==> src/rtl/writeback_buffered_pkg.sv <==
// Shared widths and the pending-write entry layout for the buffered writeback stage.
package writeback_buffered_pkg;

    localparam int WB_XLEN = 64;
    localparam int WB_ALEN = 64;
    localparam int REG_SEL_W = 5;

    typedef struct packed {
        logic [REG_SEL_W-1:0] sel;
        logic [WB_XLEN-1:0]   data;
    } wb_entry_t;

endpackage

==> src/rtl/writeback_buffered_if.sv <==
// Execute-side, regfile-side and forwarding signals of the buffered writeback stage.
interface writeback_buffered_if #(
    parameter int XLEN       = 64,
    parameter int ALEN       = 64,
    parameter int DEPTH      = 4,
    parameter int NUM_BYPASS = 2
);
    logic                          in_valid;
    logic                          in_ready;
    logic                          exec_exception;
    logic                          exec_interrupt;
    logic [ALEN-1:0]               exec_trap_target;
    logic                          exec_is_taken_branch;
    logic                          exec_is_xret;
    logic                          exec_is_reg_write;
    logic [4:0]                    exec_reg_write_sel;
    logic [XLEN-1:0]               exec_result;
    logic [ALEN-1:0]               exec_branch_target;
    logic [ALEN-1:0]               exec_instruction_next_addr;
    logic                          rf_write_valid;
    logic                          rf_write_ready;
    logic [4:0]                    rf_write_sel;
    logic [XLEN-1:0]               rf_write_data;
    logic [NUM_BYPASS*5-1:0]       bypass_sel;
    logic [NUM_BYPASS-1:0]         bypass_hit;
    logic [NUM_BYPASS*XLEN-1:0]    bypass_data;
    logic                          update_pc;
    logic [ALEN-1:0]               next_pc;
    logic [$clog2(DEPTH+1)-1:0]    count;

    modport master (
        output in_valid, exec_exception, exec_interrupt, exec_trap_target,
               exec_is_taken_branch, exec_is_xret, exec_is_reg_write,
               exec_reg_write_sel, exec_result, exec_branch_target,
               exec_instruction_next_addr, rf_write_ready, bypass_sel,
        input  in_ready, rf_write_valid, rf_write_sel, rf_write_data,
               bypass_hit, bypass_data, update_pc, next_pc, count
    );

    modport slave (
        input  in_valid, exec_exception, exec_interrupt, exec_trap_target,
               exec_is_taken_branch, exec_is_xret, exec_is_reg_write,
               exec_reg_write_sel, exec_result, exec_branch_target,
               exec_instruction_next_addr, rf_write_ready, bypass_sel,
        output in_ready, rf_write_valid, rf_write_sel, rf_write_data,
               bypass_hit, bypass_data, update_pc, next_pc, count
    );
endinterface

==> src/rtl/writeback_buffered_bypass.sv <==
// Youngest-match forwarding search over the pending-write ring, walking from head to tail.
module wb_bypass_match
    import writeback_buffered_pkg::*;
#(
    parameter int DEPTH = 4,
    parameter int XLEN  = 64
) (
    input  logic [DEPTH-1:0]                 vld,
    input  logic [DEPTH-1:0][REG_SEL_W-1:0]  sel,
    input  logic [DEPTH-1:0][XLEN-1:0]       data,
    input  logic [$clog2(DEPTH)-1:0]         head,
    input  logic [REG_SEL_W-1:0]             lookup,
    output logic                             hit,
    output logic [XLEN-1:0]                  hit_data
);
    localparam int PW = $clog2(DEPTH);

    logic [PW-1:0] idx;

    // Later iterations are younger, so the last match overrides older ones.
    always_comb begin
        hit      = 1'b0;
        hit_data = '0;
        idx      = head;
        for (int k = 0; k < DEPTH; k++) begin
            idx = head + PW'(k);
            if (lookup != '0 && vld[idx] && sel[idx] == lookup) begin
                hit      = 1'b1;
                hit_data = data[idx];
            end
        end
    end
endmodule

==> src/rtl/writeback_buffered.sv <==
// Retires one instruction per cycle: registers the PC redirect and buffers regfile
// writes in a DEPTH-entry FIFO with combinational forwarding lookups.
module writeback_buffered
    import writeback_buffered_pkg::*;
#(
    parameter int XLEN                 = WB_XLEN,
    parameter int ALEN                 = WB_ALEN,
    parameter int DEPTH                = 4,
    parameter int NUM_BYPASS           = 2,
    parameter logic [ALEN-1:0] RESET_PC = '0
) (
    input logic                 clk,
    input logic                 rst,
    writeback_buffered_if.slave wb
);
    localparam int PW = $clog2(DEPTH);
    localparam int CW = $clog2(DEPTH + 1);

    logic [PW-1:0]                      head_q, head_d, tail_q, tail_d;
    logic [CW-1:0]                      count_q, count_d;
    logic [DEPTH-1:0]                   vld_q, vld_d;
    logic [DEPTH-1:0][REG_SEL_W-1:0]    sel_q, sel_d;
    logic [DEPTH-1:0][XLEN-1:0]         data_q, data_d;
    logic                               update_pc_q, update_pc_d;
    logic [ALEN-1:0]                    next_pc_q, next_pc_d;
    logic                               in_ready, rf_valid, accept, enq, deq;

    always_comb begin
        in_ready = count_q != CW'(DEPTH);
        rf_valid = count_q != '0;
        accept   = wb.in_valid && in_ready;
        enq      = accept && wb.exec_is_reg_write && !wb.exec_exception
                   && wb.exec_reg_write_sel != '0;
        deq      = rf_valid && wb.rf_write_ready;

        head_d  = deq ? head_q + 1'b1 : head_q;
        tail_d  = enq ? tail_q + 1'b1 : tail_q;
        count_d = count_q + CW'(enq) - CW'(deq);
        vld_d   = vld_q;
        sel_d   = sel_q;
        data_d  = data_q;
        // Clear before set: when full no enqueue can happen, so head != tail on overlap.
        if (deq) vld_d[head_q] = 1'b0;
        if (enq) begin
            vld_d[tail_q]  = 1'b1;
            sel_d[tail_q]  = wb.exec_reg_write_sel;
            data_d[tail_q] = wb.exec_result;
        end

        update_pc_d = accept;
        next_pc_d   = next_pc_q;
        if (accept) begin
            if (wb.exec_exception || wb.exec_interrupt) next_pc_d = wb.exec_trap_target;
            else if (wb.exec_is_xret)                   next_pc_d = ALEN'(wb.exec_result);
            else if (wb.exec_is_taken_branch)           next_pc_d = wb.exec_branch_target;
            else                                        next_pc_d = wb.exec_instruction_next_addr;
        end

        wb.in_ready       = in_ready;
        wb.rf_write_valid = rf_valid;
        wb.rf_write_sel   = sel_q[head_q];
        wb.rf_write_data  = data_q[head_q];
        wb.update_pc      = update_pc_q;
        wb.next_pc        = next_pc_q;
        wb.count          = count_q;
    end

    always_ff @(posedge clk or posedge rst) begin
        if (rst) begin
            head_q      <= '0;
            tail_q      <= '0;
            count_q     <= '0;
            vld_q       <= '0;
            sel_q       <= '0;
            data_q      <= '0;
            update_pc_q <= 1'b0;
            next_pc_q   <= RESET_PC;
        end else begin
            head_q      <= head_d;
            tail_q      <= tail_d;
            count_q     <= count_d;
            vld_q       <= vld_d;
            sel_q       <= sel_d;
            data_q      <= data_d;
            update_pc_q <= update_pc_d;
            next_pc_q   <= next_pc_d;
        end
    end

    for (genvar b = 0; b < NUM_BYPASS; b++) begin : g_byp
        wb_bypass_match #(.DEPTH(DEPTH), .XLEN(XLEN)) u_match (
            .vld      (vld_q),
            .sel      (sel_q),
            .data     (data_q),
            .head     (head_q),
            .lookup   (wb.bypass_sel[b*5 +: 5]),
            .hit      (wb.bypass_hit[b]),
            .hit_data (wb.bypass_data[b*XLEN +: XLEN])
        );
    end

`ifndef SYNTHESIS
    always_ff @(posedge clk) begin
        if (!rst) begin
            assert (!(rf_valid && $isunknown(wb.rf_write_ready)))
                else $error("rf_write_ready unknown while head valid");
            assert (count_q <= CW'(DEPTH))
                else $error("pending-write count exceeds DEPTH");
        end
    end
`endif
endmodule

==> src/flat_wrapper.sv <==
// flat-port wrapper written by rule: the top's interface ports become plain ports
module writeback_buffered_flat import writeback_buffered_pkg::*;
#(
    parameter int XLEN                 = WB_XLEN,
    parameter int ALEN                 = WB_ALEN,
    parameter int DEPTH                = 4,
    parameter int NUM_BYPASS           = 2,
    parameter logic [ALEN-1:0] RESET_PC = '0
)
  (clk, rst, wb_in_valid, wb_exec_exception, wb_exec_interrupt, wb_exec_trap_target, wb_exec_is_taken_branch, wb_exec_is_xret, wb_exec_is_reg_write, wb_exec_reg_write_sel, wb_exec_result, wb_exec_branch_target, wb_exec_instruction_next_addr, wb_rf_write_ready, wb_bypass_sel, wb_in_ready, wb_rf_write_valid, wb_rf_write_sel, wb_rf_write_data, wb_bypass_hit, wb_bypass_data, wb_update_pc, wb_next_pc, wb_count);
  writeback_buffered_if #(.XLEN(XLEN), .ALEN(ALEN), .DEPTH(DEPTH), .NUM_BYPASS(NUM_BYPASS)) wb_i ();
  input logic clk;
  input logic rst;
  input wire logic [$bits(wb_i.in_valid)-1:0] wb_in_valid;
  input wire logic [$bits(wb_i.exec_exception)-1:0] wb_exec_exception;
  input wire logic [$bits(wb_i.exec_interrupt)-1:0] wb_exec_interrupt;
  input wire logic [$bits(wb_i.exec_trap_target)-1:0] wb_exec_trap_target;
  input wire logic [$bits(wb_i.exec_is_taken_branch)-1:0] wb_exec_is_taken_branch;
  input wire logic [$bits(wb_i.exec_is_xret)-1:0] wb_exec_is_xret;
  input wire logic [$bits(wb_i.exec_is_reg_write)-1:0] wb_exec_is_reg_write;
  input wire logic [$bits(wb_i.exec_reg_write_sel)-1:0] wb_exec_reg_write_sel;
  input wire logic [$bits(wb_i.exec_result)-1:0] wb_exec_result;
  input wire logic [$bits(wb_i.exec_branch_target)-1:0] wb_exec_branch_target;
  input wire logic [$bits(wb_i.exec_instruction_next_addr)-1:0] wb_exec_instruction_next_addr;
  input wire logic [$bits(wb_i.rf_write_ready)-1:0] wb_rf_write_ready;
  input wire logic [$bits(wb_i.bypass_sel)-1:0] wb_bypass_sel;
  output wire logic [$bits(wb_i.in_ready)-1:0] wb_in_ready;
  output wire logic [$bits(wb_i.rf_write_valid)-1:0] wb_rf_write_valid;
  output wire logic [$bits(wb_i.rf_write_sel)-1:0] wb_rf_write_sel;
  output wire logic [$bits(wb_i.rf_write_data)-1:0] wb_rf_write_data;
  output wire logic [$bits(wb_i.bypass_hit)-1:0] wb_bypass_hit;
  output wire logic [$bits(wb_i.bypass_data)-1:0] wb_bypass_data;
  output wire logic [$bits(wb_i.update_pc)-1:0] wb_update_pc;
  output wire logic [$bits(wb_i.next_pc)-1:0] wb_next_pc;
  output wire logic [$bits(wb_i.count)-1:0] wb_count;
  assign wb_i.in_valid = wb_in_valid;
  assign wb_i.exec_exception = wb_exec_exception;
  assign wb_i.exec_interrupt = wb_exec_interrupt;
  assign wb_i.exec_trap_target = wb_exec_trap_target;
  assign wb_i.exec_is_taken_branch = wb_exec_is_taken_branch;
  assign wb_i.exec_is_xret = wb_exec_is_xret;
  assign wb_i.exec_is_reg_write = wb_exec_is_reg_write;
  assign wb_i.exec_reg_write_sel = wb_exec_reg_write_sel;
  assign wb_i.exec_result = wb_exec_result;
  assign wb_i.exec_branch_target = wb_exec_branch_target;
  assign wb_i.exec_instruction_next_addr = wb_exec_instruction_next_addr;
  assign wb_i.rf_write_ready = wb_rf_write_ready;
  assign wb_i.bypass_sel = wb_bypass_sel;
  assign wb_in_ready = wb_i.in_ready;
  assign wb_rf_write_valid = wb_i.rf_write_valid;
  assign wb_rf_write_sel = wb_i.rf_write_sel;
  assign wb_rf_write_data = wb_i.rf_write_data;
  assign wb_bypass_hit = wb_i.bypass_hit;
  assign wb_bypass_data = wb_i.bypass_data;
  assign wb_update_pc = wb_i.update_pc;
  assign wb_next_pc = wb_i.next_pc;
  assign wb_count = wb_i.count;
  writeback_buffered #(.XLEN(XLEN), .ALEN(ALEN), .DEPTH(DEPTH), .NUM_BYPASS(NUM_BYPASS), .RESET_PC(RESET_PC)) u_core (.clk(clk), .rst(rst), .wb(wb_i));
endmodule
==> config.mk <==
export PLATFORM = sky130hd
export DESIGN_NAME = writeback_buffered_flat
export DESIGN_NICKNAME = d
export VERILOG_FILES = /design/src/rtl/writeback_buffered_pkg.sv /design/src/rtl/writeback_buffered_if.sv /design/src/rtl/writeback_buffered_bypass.sv /design/src/rtl/writeback_buffered.sv /design/src/flat_wrapper.sv
export SDC_FILE = /design/constraint.sdc
export NUM_CORES = 1
export LEC_CHECK = 0
export BUFFER_PORTS_ARGS = -buffer_cell sky130_fd_sc_hd__buf_2
export CAP_MARGIN = 15
export CORE_MARGIN = 3
export CORE_UTILIZATION = 45
export DETAILED_ROUTE_END_ITERATION = 10
export GPL_ROUTABILITY_DRIVEN = 0
export PLACE_DENSITY = 0.67
export SYNTH_ARGS = -nofsm -noshare
export SYNTH_HDL_FRONTEND = slang
export SYNTH_SLANG_ARGS = --single-unit
==> constraint.sdc <==
create_clock -name clk -period 16.2 [get_ports clk]
set_clock_uncertainty 0.15 [all_clocks]
set_input_delay 2.43 -clock clk [delete_from_list [all_inputs] [get_ports clk]]
set_output_delay 2.43 -clock clk [all_outputs]
set_load 0.01 [all_outputs]
==> impl_results.md, run 1 <==
* Crit Path Max Fanout at 61
* Relative slew slack at 0.235
* Period minus WS final at 9.23 ns
* Reg power frac at 0.257
* DPL Wire Length at 62700 um
* Cell area after layout at between 30000 and 40000 um^2
* FF-to-FF Start: u_core.wb.count[1]
* PwrDens at 220 nW/um^2
* Slew of the pin with the lowest slew margin at between 1 and 1.5 ns
* Post-synth EDFFs at 0
* Buffers on Ports at 548
* Core box area at 59400 um^2
* Synth Instances at 2477
* WP data arrival at about 6.7 ns
* Grt ovf at 0
* CTS root buf: clkbuf_16
* Peak supply drop at approximately 130 uV
* Util after Layout at 0.529
* Final setup viols at 0
* Clock power share at 0.138
* Top-Level Pins at roughly 550
* Post-Synth XOR/XNOR Area at 0.0136
* Logic pwr share at 0.605
* Largest net degree at the start of global routing at between 150 and 200
* Total Routed Length at 97200 um
* Sequential share of the synthesized area at 0.325
* Critical Path Sink Type: output pin
* Horiz. Die Dim at 252 um
* Vias in the first global route at ~24000
* Routed WL per cell at 26.8 um
* Clk Latency, worst-skew pair at 0.56 ns
* CTS H-tree lvls at 2
* Final period util at 0.570
* Netlist cell types at 48
* Vias per inst at 6.77
* Async SR Flop Fraction at 1.00
* Pint at 3.87 mW
* Primary FF master, synth: dfrtp_1
* Setup TNS at 0 ns
* 1st-pass router iterations at 6
* CTS Buf Count at between 40 and 50
* Fillers at slightly above 5000
* Pins Over Slew Limit at 0
* Synth Area in Simple Gates at 0.104
* Switching share of power at 0.441
* Die Span Y at ~250 um
* Sink Count at 352
* Ys Warns at 0
* Total track usage at 0.297
* Hold Fails Final Rpt at 0
* Unrepaired setup endpoints after global routing: false
* Tot Pwr at just under 7 mW
* Number of synthesized register bits at around 350
* Max Cap Viol at 0
* Most common cell after layout, fill and taps aside: buf_2
* Area grow syn2layout at 15.8%
* Initial antenna violation count at 2
* Fmax at 108 MHz
* Mapped Area at 27100 um^2
* Vias at approximately 25000
* CP startpoint kind: register
* Share of cells above drive strength 1 at 0.430
* Post-CTS sizing at 0
* CTS tree: built
* Setup Fix Bufs, Post-CTS at 0
* Die area at around 63000 um^2
* Pleak at ~14 nW
* Hold buffers post-CTS at 0
* Residual DRC at 0
* Placed cells at 3556
* Largest family of logic cells by synthesized area: multiplexers
* Area fraction in compound gates after synthesis at 0.136
* Syn Area/Cell at 11.0 um^2
* DR iter-0 viols at approximately 2600
* Initial core utilization at 0.457
* Final Non-Filler Cells at 3633
* Row Count at between 80 and 90
* Commonest cells after routing, fill and taps aside: buf_2, dfrtp_1, mux2_2
* Clk slew on worst S/H paths at 0.06 ns
* Net Switching at 3.05 mW
* Worst endpoint required time at 13.62 ns
* Net Count, Synth at approximately 2800
* Critical Path Source: u_core.head_q[0]
* Placed Area at 30000 um^2
* Clock tree buffer depth at 3
* First-pass GRT wire length at about 150000 um
* Hold path start: u_core.wb.next_pc[28]
* Critical path class: reg2out
* Mux share of post-synthesis cell area at 0.370
* Outcome: finished clean
* Worst hold path class: reg2reg
* Post-synthesis adder-cell area fraction at 0.00535
* Antenna viol nets, final at 0
* Nets at between 3000 and 4000
-- Yosys cell counts (all sizes together), types with 3 or more instances --
library cell    n  share of area
dfrtp         352           0.32
mux2          280           0.12
mux4          276           0.23
nor2          251          0.035
nand2         154          0.021
clkbuf        152          0.021
a21oi         134          0.025
buf           124          0.024
and3          117          0.027
o21ai          73          0.013
nor3           71          0.013
mux2i          68          0.025
a21boi         61          0.017
o211ai         61          0.017
a31oi          58          0.013
a22o           55          0.018
a311o          53          0.020
xnor2          39          0.013
inv            12         0.0017
and2           11         0.0025
ha             10         0.0046
o31ai           9         0.0025
nand4           8         0.0018
a311oi          7         0.0023
a221oi          5         0.0016
a211oi          4         0.0016
a21o            4         0.0011
nand3b          3        0.00083
o21a            3        0.00083
o22ai           3        0.00069
xor2            3        0.00097
-- cells by family (layout without fill, tap and decap cells) --
| group | count (synthesis) | in the layout |
|---|---|---|
| other | 0 | 3 |
| multiplexers | 624 | 624 |
| buffers and inverters | 289 | 669 |
| XOR/XNOR | 42 | 42 |
| flip-flops | 352 | 352 |
| AO/OA/AOI/OAI | 535 | 535 |
| AND/OR/NAND/NOR | 624 | 624 |
| adder cells (fa/ha/maj) | 11 | 11 |
-- worst paths after layout --
path,cells after the start,end,slack (ns)
max in group asynchronous,3,u_core.head_q[1],12.30
min in group asynchronous,2,u_core.wb.next_pc[25],1.81
worst max register to register,7,u_core.data_q[221],12.31
worst max-delay path,11,wb_bypass_data[33],6.97
worst min-delay path,2,u_core.wb.next_pc[28],0.32
worst min register to register,2,u_core.wb.next_pc[28],0.32
-- state kept, by name (all words and copies together), names as in the netlist --
name                 flops
u_core.tail_q            2
u_core.data_q          256
u_core.wb.update_pc      1
u_core.vld_q             4
u_core.wb.next_pc       64
u_core.head_q            2
u_core.sel_q            20
u_core.wb.count          3
-- metrics by stage --
stage               worst slack, ns  hold WS (ns)
finish                         6.97         0.324
global route                   6.60         0.348
CTS                            6.90         0.327
detailed placement             7.35         0.315
global placement               7.52         0.309
floorplan                      3.86         0.346
-- worst max-delay path, cell delays in order, from the launching register on --
cell       delay [ns]
dfrtp_4          0.73
clkinv_1         0.52
ha_4             1.09
mux4_2           0.66
a211o_1          0.33
a211oi_4         0.20
buf_4            0.51
o2bb2ai_4        0.47
buf_4            0.70
o211ai_1         0.19
a31oi_1          0.38
buf_2            0.20
-- metal layers --
metal  global-route usage  share of wire  up-vias
met4                0.115          0.040        0
met1                0.389           0.38    12500
met3               0.0638           0.10      265
met5                    0              0        -
li1                     -              -    10200
met2                0.488           0.48     1575
-- cell type report --
type / instances / area [um^2] / share of cell area
Antenna cell: 3 / 7.51 / 0.000239
Clock buffer: 60 / 1250 / 0.0399
Timing Repair Buffer: 583 / 3040 / 0.0966
Clock inverter: 13 / 118 / 0.00374
Multi-Input combinational cell: 1836 / 17200 / 0.546
Tap cell: 773 / 967 / 0.0308
Sequential cell: 352 / 8820 / 0.281
Inverter: 13 / 56.3 / 0.00179
-- power by group through the flow --
stage	clock network (mW)	registers [mW]	logic, mW
final	0.957	1.78	4.19
after global placement	0	1.70	4.04
after detailed placement	0	1.77	4.12
after CTS	0.971	1.76	4.14
after floorplan	0	1.61	3.04
after global routing	1.01	1.84	4.43
(Power assumes the default switching activity.)
==> run 2, diff against run 1 <==
--- a/config.mk
+++ b/config.mk
@@ -11,7 +11,7 @@
 export CORE_UTILIZATION = 45
 export DETAILED_ROUTE_END_ITERATION = 10
 export GPL_ROUTABILITY_DRIVEN = 0
-export PLACE_DENSITY = 0.67
+export PLACE_DENSITY = 0.7
 export SYNTH_ARGS = -nofsm -noshare
 export SYNTH_HDL_FRONTEND = slang
 export SYNTH_SLANG_ARGS = --single-unit
==> constraint.sdc (replaced) <==
create_clock -name clk -period 7.8 [get_ports clk]
set_clock_uncertainty 0.15 [all_clocks]
set_input_delay 1.17 -clock clk [delete_from_list [all_inputs] [get_ports clk]]
set_output_delay 1.17 -clock clk [all_outputs]
set_load 0.01 [all_outputs]
==> impl_results.md, run 2 (synthesis gave the netlist of run 1 again) <==
* Residual DRC at 0 (unchanged)
* Layer with the highest usage: met2
* Relative slew slack at 0.236 (+0.000806)
* Row Count at 89 (unchanged)
* Critical path class: reg2out
* Vias in the first global route at 24400 (+0.29%)
* Placed cells at 3561 (+0.14%)
* Hold WS at 0.328 ns (+0.00387 ns)
* Final period util at 0.896
* Hold buffers post-CTS at 0 (unchanged)
* Sink Count at 352 (unchanged)
* Unrepaired setup endpoints after global routing: false
* Die area at 63300 um^2 (unchanged)
* Post-CTS sizing at 0 (unchanged)
* Worst hold path class: reg2reg
* Die Span Y at 252 um (unchanged)
* Initial antenna violation count at 0 (-2)
* Critical-path cell list: clkinv_1 > ha_4 > mux4_2 > a211oi_1 > o211a_2 > nand2_4 > buf_4 > a311o_1 > a22o_1 > buf_2
* Total Routed Length at 98600 um (+1.4%)
* Critical Path Sink Type: output pin
* Peak supply drop at 534 uV (+310%)
* Slew of the pin with the lowest slew margin at 1.15 ns (-0.00121 ns)
* Horiz. Die Dim at 252 um (unchanged)
* Pleak at 13.7 nW (+0.40%)
* Clk Latency, worst-skew pair at 0.56 ns (about the same)
* Tot Pwr at 14.4 mW (+110%)
* Fmax at 143 MHz
* PwrDens at 457 nW/um^2 (+110%)
* First-pass GRT wire length at 148000 um (+1.0%)
* Area grow syn2layout at 16.3%
* Share of cells above drive strength 1 at 0.431 (+0.00149)
* Crit path largest cell delay at 0.80 ns (-0.29 ns)
* Max Cap Viol at 0 (unchanged)
* Biggest register: u_core.data_q
* Util after Layout at 0.532 (+0.00236)
* Buf/Inv on CP at 3 (-1)
* Antenna viol nets, final at 0 (unchanged)
* Largest net degree at the start of global routing at 188 (+13%)
* CP startpoint kind: register
* Most common cell after layout, fill and taps aside: buf_2
* Clock tree buffer depth at 3 (unchanged)
* Delay-heaviest family, CP: compound AO/OA/AOI/OAI gates
* Met2 Use GR at 0.480 (-0.00858)
* Buffers on Ports at 548 (unchanged)
* CTS H-tree lvls at 2 (unchanged)
* Met3 Track Usage GR at 0.0925 (+0.0287)
* Core box area at 59400 um^2 (unchanged)
* Max reg flops at 256 (unchanged)
* Period minus WS final at 6.99 ns
* Total track usage at 0.302 (+0.00496)
* Pins Over Slew Limit at 0 (unchanged)
* 1st-pass router iterations at 8 (+2)
* Crit Path Max Fanout at 40 (-34%)
* Setup TNS at 0 ns (unchanged)
* CTS Buf Count at 43 (unchanged)
* Hold Fails Final Rpt at 0 (unchanged)
* Clk slew on worst S/H paths at 0.06 ns (about the same)
* Grt ovf at 0 (unchanged)
* Nets at 3124 (+0.13%)
* Met1 Use GR at 0.382 (-0.00696)
* Vias at 24500 (-0.38%)
* DR iter-0 viols at 2480 (-3.6%)
* CTS root buf: clkbuf_16
* WP data arrival at 5.67 ns (-0.98 ns)
* Vias per inst at 6.73 (-0.63%)
* Top-Level Pins at 549 (unchanged)
* Final setup viols at 0 (unchanged)
* CTS tree: built
* Initial core utilization at 0.457 (unchanged)
* Commonest cells after routing, fill and taps aside: buf_2, dfrtp_1, mux2_2
* Outcome: finished clean
* Worst endpoint required time at 6.48 ns (-7.14 ns)
* DPL Wire Length at 64900 um (+3.5%)
* Final Non-Filler Cells at 3642 (+0.25%)
* Routed WL per cell at 27.1 um (+1.2%)
* Slowest cell on crit path: ha_4
* Setup Fix Bufs, Post-CTS at 0 (unchanged)
[run 2: cell count changes in the layout (fill, tap and decap cells not counted)]
cell        change
clkbuf_1        +2
buf_12          +4
inv_6           +3
clkinvlp_4      +2
clkbuf_8        +1
diode_2         -2
bufinv_16       +2
clkbuf_16       -2
clkinv_4        +1
clkinv_2        -1
inv_8           -1
[run 2: metrics by stage]
step,setup slack [ns],instance area (um^2)
CTS,0.865,31600
global route,0.594,31600
floorplan,1.77,27100
detailed placement,1.51,30100
global placement,1.70,30100
finish,0.814,31600
[run 2: metal layers]
| layer | up-vias | part of all wire |
|---|---|---|
| met5 | - | 0 |
| met4 | 0 | 0.049 |
| met3 | 310 | 0.11 |
| met2 | 1547 | 0.47 |
| met1 | 12400 | 0.37 |
| li1 | 10200 | - |
[run 2: power by group]
part	switching, mW	internal, mW
Clock	0.824	1.23
Combinational	4.55	4.21
Sequential	0.951	2.67
Total	6.33	8.11
[run 2: worst paths after layout]
path / from / end / slack, ns / depth (start not counted)
worst min-delay path: u_core.wb.next_pc[3] / u_core.wb.next_pc[3] / 0.33 / 2
worst max register to register: u_core.wb.count[1] / u_core.data_q[109] / 3.90 / 7
worst min register to register: u_core.wb.next_pc[3] / u_core.wb.next_pc[3] / 0.33 / 2
worst max-delay path: u_core.head_q[0] / wb_bypass_data[78] / 0.81 / 10
min in group asynchronous: rst / u_core.wb.next_pc[40] / 0.60 / 2
max in group asynchronous: rst / u_core.head_q[0] / 5.29 / 3
[run 2: tightest hold or removal path, stage by stage (launching register included)]
cell	delay, ns
dfrtp_1	0.34
nand2_1	0.04
o21ai_0	0.06
[run 2: cell type report]
class / instances / area, um^2
diodes: 1 / 2.50
clock buffers: 61 / 1220
clock inverters: 19 / 215
fillers: 5097 / 27800
inverters: 13 / 52.6
multi-input cells: 1836 / 17200
flip-flops and latches: 352 / 8820
well taps: 773 / 967
repair buffers: 587 / 3120
